File: src/rtl/bitserial_incrementer.sv
// Bit-serial conditional incrementer: streams a word LSB-first through one half adder,
// carrying between bit steps, with valid/ready handshakes on both sides.

module adder_1bit_half #(
  parameter int unsigned IMPL_TYPE = 0
) (
  input  logic a_i,
  input  logic b_i,
  output logic sum_o,
  output logic cout_o
);

  function automatic logic maj(input logic x, input logic y, input logic z);
    return (x & y) | (x & z) | (y & z);
  endfunction

  if (IMPL_TYPE == 0) begin : g_xor_and
    assign sum_o  = a_i ^ b_i;
    assign cout_o = a_i & b_i;
  end else if (IMPL_TYPE == 1) begin : g_maj_not
    // maj(a,b,0) = a&b; maj(~c, a|b, 0) = (a|b) & ~(a&b) = a^b
    assign cout_o = maj(a_i, b_i, 1'b0);
    assign sum_o  = maj(~cout_o, maj(a_i, b_i, 1'b1), 1'b0);
  end else begin : g_bad_impl
    $error("adder_1bit_half: unsupported IMPL_TYPE");
  end

endmodule

module bitserial_incrementer #(
  parameter int unsigned WIDTH     = 8,
  parameter int unsigned IMPL_TYPE = 0
) (
  input  logic             clk,
  input  logic             rst,
  input  logic             in_valid,
  output logic             in_ready,
  input  logic [WIDTH-1:0] in_data,
  input  logic             in_cin,
  output logic             out_valid,
  input  logic             out_ready,
  output logic [WIDTH-1:0] out_data,
  output logic             out_cout,
  output logic             busy
);

  localparam int unsigned CntW = $clog2(WIDTH + 1);

  typedef enum logic [1:0] {StIdle, StRun, StDone} state_e;

  state_e            state_q, state_d;
  logic [WIDTH-1:0]  op_sr_q, op_sr_d;
  logic [WIDTH-1:0]  res_sr_q, res_sr_d;
  logic              carry_q, carry_d;
  logic [CntW-1:0]   bit_cnt_q, bit_cnt_d;
  logic [WIDTH-1:0]  out_data_q, out_data_d;
  logic              out_cout_q, out_cout_d;

  logic              ha_sum, ha_cout;
  logic [WIDTH-1:0]  res_shift;
  logic              last_bit;

  adder_1bit_half #(
    .IMPL_TYPE(IMPL_TYPE)
  ) u_ha (
    .a_i   (op_sr_q[0]),
    .b_i   (carry_q),
    .sum_o (ha_sum),
    .cout_o(ha_cout)
  );

  assign last_bit = (bit_cnt_q == CntW'(WIDTH - 1));

  always_comb begin
    res_shift            = res_sr_q >> 1;
    res_shift[WIDTH-1]   = ha_sum;
  end

  always_comb begin
    state_d    = state_q;
    op_sr_d    = op_sr_q;
    res_sr_d   = res_sr_q;
    carry_d    = carry_q;
    bit_cnt_d  = bit_cnt_q;
    out_data_d = out_data_q;
    out_cout_d = out_cout_q;
    unique case (state_q)
      StIdle: begin
        if (in_valid) begin
          op_sr_d   = in_data;
          carry_d   = in_cin;
          res_sr_d  = '0;
          bit_cnt_d = '0;
          state_d   = StRun;
        end
      end
      StRun: begin
        res_sr_d  = res_shift;
        op_sr_d   = op_sr_q >> 1;
        carry_d   = ha_cout;
        bit_cnt_d = bit_cnt_q + CntW'(1);
        if (last_bit) begin
          state_d    = StDone;
          out_data_d = res_shift;
          out_cout_d = ha_cout;
        end
      end
      StDone: begin
        if (out_ready) state_d = StIdle;
      end
      default: state_d = StIdle;
    endcase
  end

  always_ff @(posedge clk) begin
    if (rst) begin
      state_q    <= StIdle;
      op_sr_q    <= '0;
      res_sr_q   <= '0;
      carry_q    <= 1'b0;
      bit_cnt_q  <= '0;
      out_data_q <= '0;
      out_cout_q <= 1'b0;
    end else begin
      state_q    <= state_d;
      op_sr_q    <= op_sr_d;
      res_sr_q   <= res_sr_d;
      carry_q    <= carry_d;
      bit_cnt_q  <= bit_cnt_d;
      out_data_q <= out_data_d;
      out_cout_q <= out_cout_d;
    end
  end

  assign in_ready  = (state_q == StIdle);
  assign out_valid = (state_q == StDone);
  assign busy      = (state_q != StIdle);
  assign out_data  = out_data_q;
  assign out_cout  = out_cout_q;

endmodule

File: config.mk
export PLATFORM = sky130hd
export DESIGN_NAME = bitserial_incrementer
export DESIGN_NICKNAME = d
export VERILOG_FILES = /design/src/rtl/bitserial_incrementer.sv
export SDC_FILE = /design/constraint.sdc
export NUM_CORES = 1
export LEC_CHECK = 0
export ABC_AREA = 1
export CAP_MARGIN = 10
export CORE_MARGIN = 2
export CORE_UTILIZATION = 45
export CTS_CLUSTER_DIAMETER = 30
export CTS_CLUSTER_SIZE = 16
export DETAILED_ROUTE_END_ITERATION = 12
export GPL_ROUTABILITY_DRIVEN = 0
export PLACE_DENSITY_LB_ADDON = 0.05
export SLEW_MARGIN = 20
export SYNTH_ARGS = -nofsm -noshare
export SYNTH_HDL_FRONTEND = slang
export SYNTH_HIERARCHICAL = 1
export SYNTH_SLANG_ARGS = --single-unit
File: constraint.sdc
create_clock -name clk -period 1.1 [get_ports clk]
set_input_delay 0.11 -clock clk [delete_from_list [all_inputs] [get_ports clk]]
set_output_delay 0.11 -clock clk [all_outputs]
set_load 0.02 [all_outputs]
## After elaboration in Yosys (flattened, before gate mapping)

Index checks and enable logic that the tools add are counted.

- Mux-type cells: 12
- Add/sub/neg operators: 1
- Bitwise logic cells: 2
- Equality and inequality tests: 6
- Reduce and logical (&&, ||, !) cells: 6

Operator list:

| operator | number |
|---|---|
| one-hot mux 8 bit (2 select lines) | 2 |
| 2-to-1 mux 8 bit | 2 |
| one-hot mux 4 bit (2 select lines) | 1 |
| 2-to-1 mux 2 bit | 3 |
| one-hot mux 2 bit (3 select lines) | 1 |
| adder 4 x 1 -> 4 bit, second input constant | 1 |
| equality test 4 x 3 -> 1 bit, second input constant | 1 |
| 2-to-1 mux 4 bit | 1 |
| inequality test 2 bit, second input constant | 2 |
| AND reduction 2 bit | 2 |
| nonzero test 2 bit | 2 |
| AND reduction 3 bit | 1 |
| equality test 2 x 1 -> 1 bit, second input constant | 1 |
| equality test 2 bit, second input constant | 1 |
| zero test 2 bit | 1 |
| inequality test 2 x 1 -> 1 bit, second input constant | 1 |
| one-hot mux 1 bit (2 select lines) | 1 |
| bitwise AND 1 bit | 1 |
| 2-to-1 mux 1 bit | 1 |
| bitwise XOR 1 bit | 1 |

- Flip-flop bits (word level): 32
- Output and inout port bits: 12
- Logic and storage cells: 34

## Longest topological paths before layout

- Depth after elaboration: 3
- Gate-level depth with buffers: 7
- Gate-level depth less buffers: 6

## Hierarchy

Netlist, hierarchy kept.

Modules (own cells, without submodules):

| module | area an instance (µm²) | instances | cells each |
|---|---|---|---|
| bitserial_incrementer | 1,361.3 | 1 | 188 |
| adder_1bit_half | 12.5 | 1 | 1 |

## Worst setup path before layout

Ideal clock, no wire load.

- Kind: register to register
- Start: reg bit_cnt_q[0]
- End: reg out_data_q[7], in the netlist out_data[7]
- Path slack: -0.017 ns
- Clock period less this slack: 1.117 ns
- Stages on the path, launching flop included: 7
- Setup time: 0.113 ns
- Data arrival time: 1.004 ns
- Path through: dfxtp_1 -> ha_1 -> nand2_1 -> nor2_2 -> nand3b_1 -> nand2_1 -> nor2_1

- Cells in the longest elaborated chain, start to end: 2

Ends and longest elaborated chain:

| what | RTL line | source |
|---|---|---|
| from (decl) | 55 | `logic [CntW-1:0] bit_cnt_q, bit_cnt_d;` |
| from (signal assigned) | 129 | `bit_cnt_q <= bit_cnt_d;` |
| equality test 4 x 3 -> 1 bit | 72 | `assign last_bit = (bit_cnt_q == CntW'(WIDTH - 1));` |
| AND reduction 2 bit (no source line) | - |  |
| to (signal assigned) | 130 | `out_data_q <= out_data_d;` |
| to (decl) | 56 | `logic [WIDTH-1:0] out_data_q, out_data_d;` |

Every way passes these cells.
A chain may end at the register's enable or synchronous reset.

## Final worst setup path

- Start: reg state_q[1]
- End: reg carry_q

- Cells in the longest elaborated chain, start to end: 3

Ends and longest elaborated chain:

| what | RTL line | source |
|---|---|---|
| from (decl) | 51 | `state_e state_q, state_d;` |
| from (signal assigned) | 117 | `state_q <= StIdle;` |
| from (signal assigned) | 125 | `state_q <= state_d;` |
| equality test 2 x 1 -> 1 bit or zero test 2 bit (tied branches) | 87 | `unique case (state_q)` |
| nonzero test 2 bit (no source line) or inequality test 2 bit (tied branches) | - |  |
| AND reduction 2 bit (no source line) | - |  |
| to (signal assigned) | 128 | `carry_q <= carry_d;` |
| to (decl) | 54 | `logic carry_q, carry_d;` |

Parallel ways exist; a longest one is shown, timed or not.

==> flow_summary.ini <==
[run_status]
status = finished, violations left
violations = negative setup slack

[grt]
antenna_found_initial = 0
grt_pass1_vias = 1250
track_usage_pct = 22.10
grt-ovfl-total = 0
grt_max_degree = 15
grt_first_pass_wirelength_mm = 5.685

[synthesis]
synth.avg_cell_area_um2 = 7.269
synth_seq_cells = 31
syn_inst = 189
netlist_area_um2 = 1374
ys_warn_count = 6
ys_seq_area_share_pct = 45.17
synth_cell_types = 21
syn_nets = 204

[timing]
period_needed_ns = 1.224
slew_headroom_pct = 83.17
finalSetupViolations = 29
rsz0062_at_grt = true
hold_viol = 0
slew_viol_final = 0
period_share_pct = 111.3
finalHoldWorstSlack_ns = 0.3382
fin_ws_ns = -0.1239
skew_ns = 0.008529
worstMarginPinSlew_ns = 0.2515
fmax_ghz = 0.8170

[placement]
port_buffers = 24
dp.cells = 254
place_area_um2 = 1745
dpl.hpwl_mm = 2.032
post-place-ws_ns = -0.1569

[floorplan]
dieArea_um2 = 3511
start_util_pct = 46.13
fp.dieW_um = 59.26
chipHeight_um = 59.26
rows = 20
core_area_um2 = 2978
io_pins = 25

[worst_setup_path]
ff2ff_path_depth = 7
r2r-end = carry_q
crit_fanout = 7
critPathCapture = carry_q
arrival_ns = 1.52
cp_data_required_time_ns = 1.39
worstSetupPathType = flip-flop to flip-flop
regToRegSetupSlack_ns = -0.12
r2r-start = state_q[1]
endpoint_kind = flip-flop
cp-start-kind = flip-flop
cp-startpoint = state_q[1]

[route]
via_per_inst = 5.121
drt_pass1_iterations = 4
drt_iter0_drc = 63
wl_per_cell_um = 13.34
final_antenna_net_count = 0
routed_wl_mm = 3.629
drc = 0
via_count = 1393

[hold_path]
hp-class = primary input to flip-flop

[clock_tree]
cts_made_buffers = 5
cts_max_level = 2
clockRootBuffer = clkbuf_4
cts.sinks = 31
clk_pin_slew_ns = 0.10
clk_latency_ns = 0.34
ctsHoldBuffers = 0
clockBufferDepth = 2
cts_tree = yes

[final_layout]
antenna_cells = 0
stdcell_count = 272
syn2layout_area_growth_pct = 52.37
drive_gt1_share_pct = 34.73
final_cell_mix = nand2_1, dfxtp_1, nand3_1
fin_area_um2 = 2093
fill_cells = 244
nets = 253
final_common_cell = nand2_1

[power]
power_density_nw_per_um2 = 1227
ir_drop_uv = 812.7
leakagePower_nw = 0.9150

[run]
max_cap_viol_count = 0
cell families (layout without fill, tap and decap cells):
group	after synthesis	in the layout	share of synthesized area [%]
and+or+nand+nor	118	120	38.43
DFF	31	31	45.17
buffers and inverters	23	71	7.558
adders and majority gates	2	2	1.821
AOI/OAI and AO/OA	15	15	7.013
synth_stat cells:
library cell   n  area (µm²)
nand2_1       52       195.2
dfxtp_1       31       620.6
nor2_1        26       97.59
nand3_1       24       120.1
inv_1         12       45.04
nand3b_1       9       67.56
a21oi_1        7       35.03
a21oi_2        5       43.79
clkbuf_1       3       11.26
inv_2          3       11.26
nand2_2        3       18.77
buf_2          2       10.01
ha_1           2       25.02
nor2_2         2       12.51
o21ai_0        2       10.01
buf_1          1       3.750
buf_4          1       7.510
buf_8          1       15.01
nor2_4         1       11.26
nor3_1         1       5.000
o21a_1         1       7.510
repair_timing:
action / 4_1_cts / 5_1_grt
buffers inserted: 4 / 2
setup endpoints to repair: 40 / 39
pin swaps: 7 / 12
resized for setup: 70 / 21
endpoints found under the hold margin: 0 / 0
cloned: 5 / 0
final cells by class:
class                      count  area [µm²]  share of cell area (%)
clock buffer                   6       51.30                   2.451
clock inverter                 2       35.03                   1.674
inverter                      15       58.81                   2.809
multi-input combinational    137       788.3                   37.66
sequential                    31       631.9                   30.19
tap                           33       41.29                   1.973
timing repair buffer          47       479.2                   22.89
timing repair inverter         1       7.507                  0.3586
metrics by stage:
stage / util [%] / power [W] / setup TNS (ns)
finish: 70.29 / 0.002568 / -1.481
global route: 70.29 / 0.002671 / -3.420
CTS: 69.54 / 0.002546 / -0.7992
detailed placement: 58.61 / 0.001498 / -2.427
global placement: 58.61 / 0.001493 / -2.042
floorplan: - / 0.001364 / 0
report_power, final:
group	total [W]	internal [W]	switching [W]
registers	0.00118	0.00115	0.0000256
clock network	0.000948	0.000537	0.000411
logic	0.000443	0.000235	0.000208
total	0.00257	0.00192	0.000645
sequential cells by signal (all words and copies together), names as in the netlist:
name,count
op_sr_q,8
out_cout,1
res_sr_q,7
bit_cnt_q,4
state_q,2
carry_q,1
out_data,8
worst min path at each step:
stage / startpoint / endpoint / cells past startpoint
6_report: in_data[7] / op_sr_q[7] / 3
4_1_cts: in_data[7] / op_sr_q[7] / 3
5_1_grt: in_data[7] / op_sr_q[7] / 3
3_3_place_gp: res_sr_q[1] / res_sr_q[1] / 2
3_5_place_dp: op_sr_q[7] / op_sr_q[7] / 2
2_1_floorplan: rst / res_sr_q[7] / 1
layer usage:
layer	share of wire [%]	global-route usage (%)	routed length, µm
met1	44	27.97	1580
met5	0	0	0
met4	2.0	11.69	72
met2	50	35.48	1830
met3	4.0	4.148	146
critical path: stages (launching register included):
cell       delay, ns
dfxtp_4         0.38
buf_6           0.12
nor2_4          0.12
bufbuf_16       0.28
nand2_1         0.05
nand3_1         0.08
nand2_1         0.08
inv_1           0.06
(Power assumes the default switching activity.)
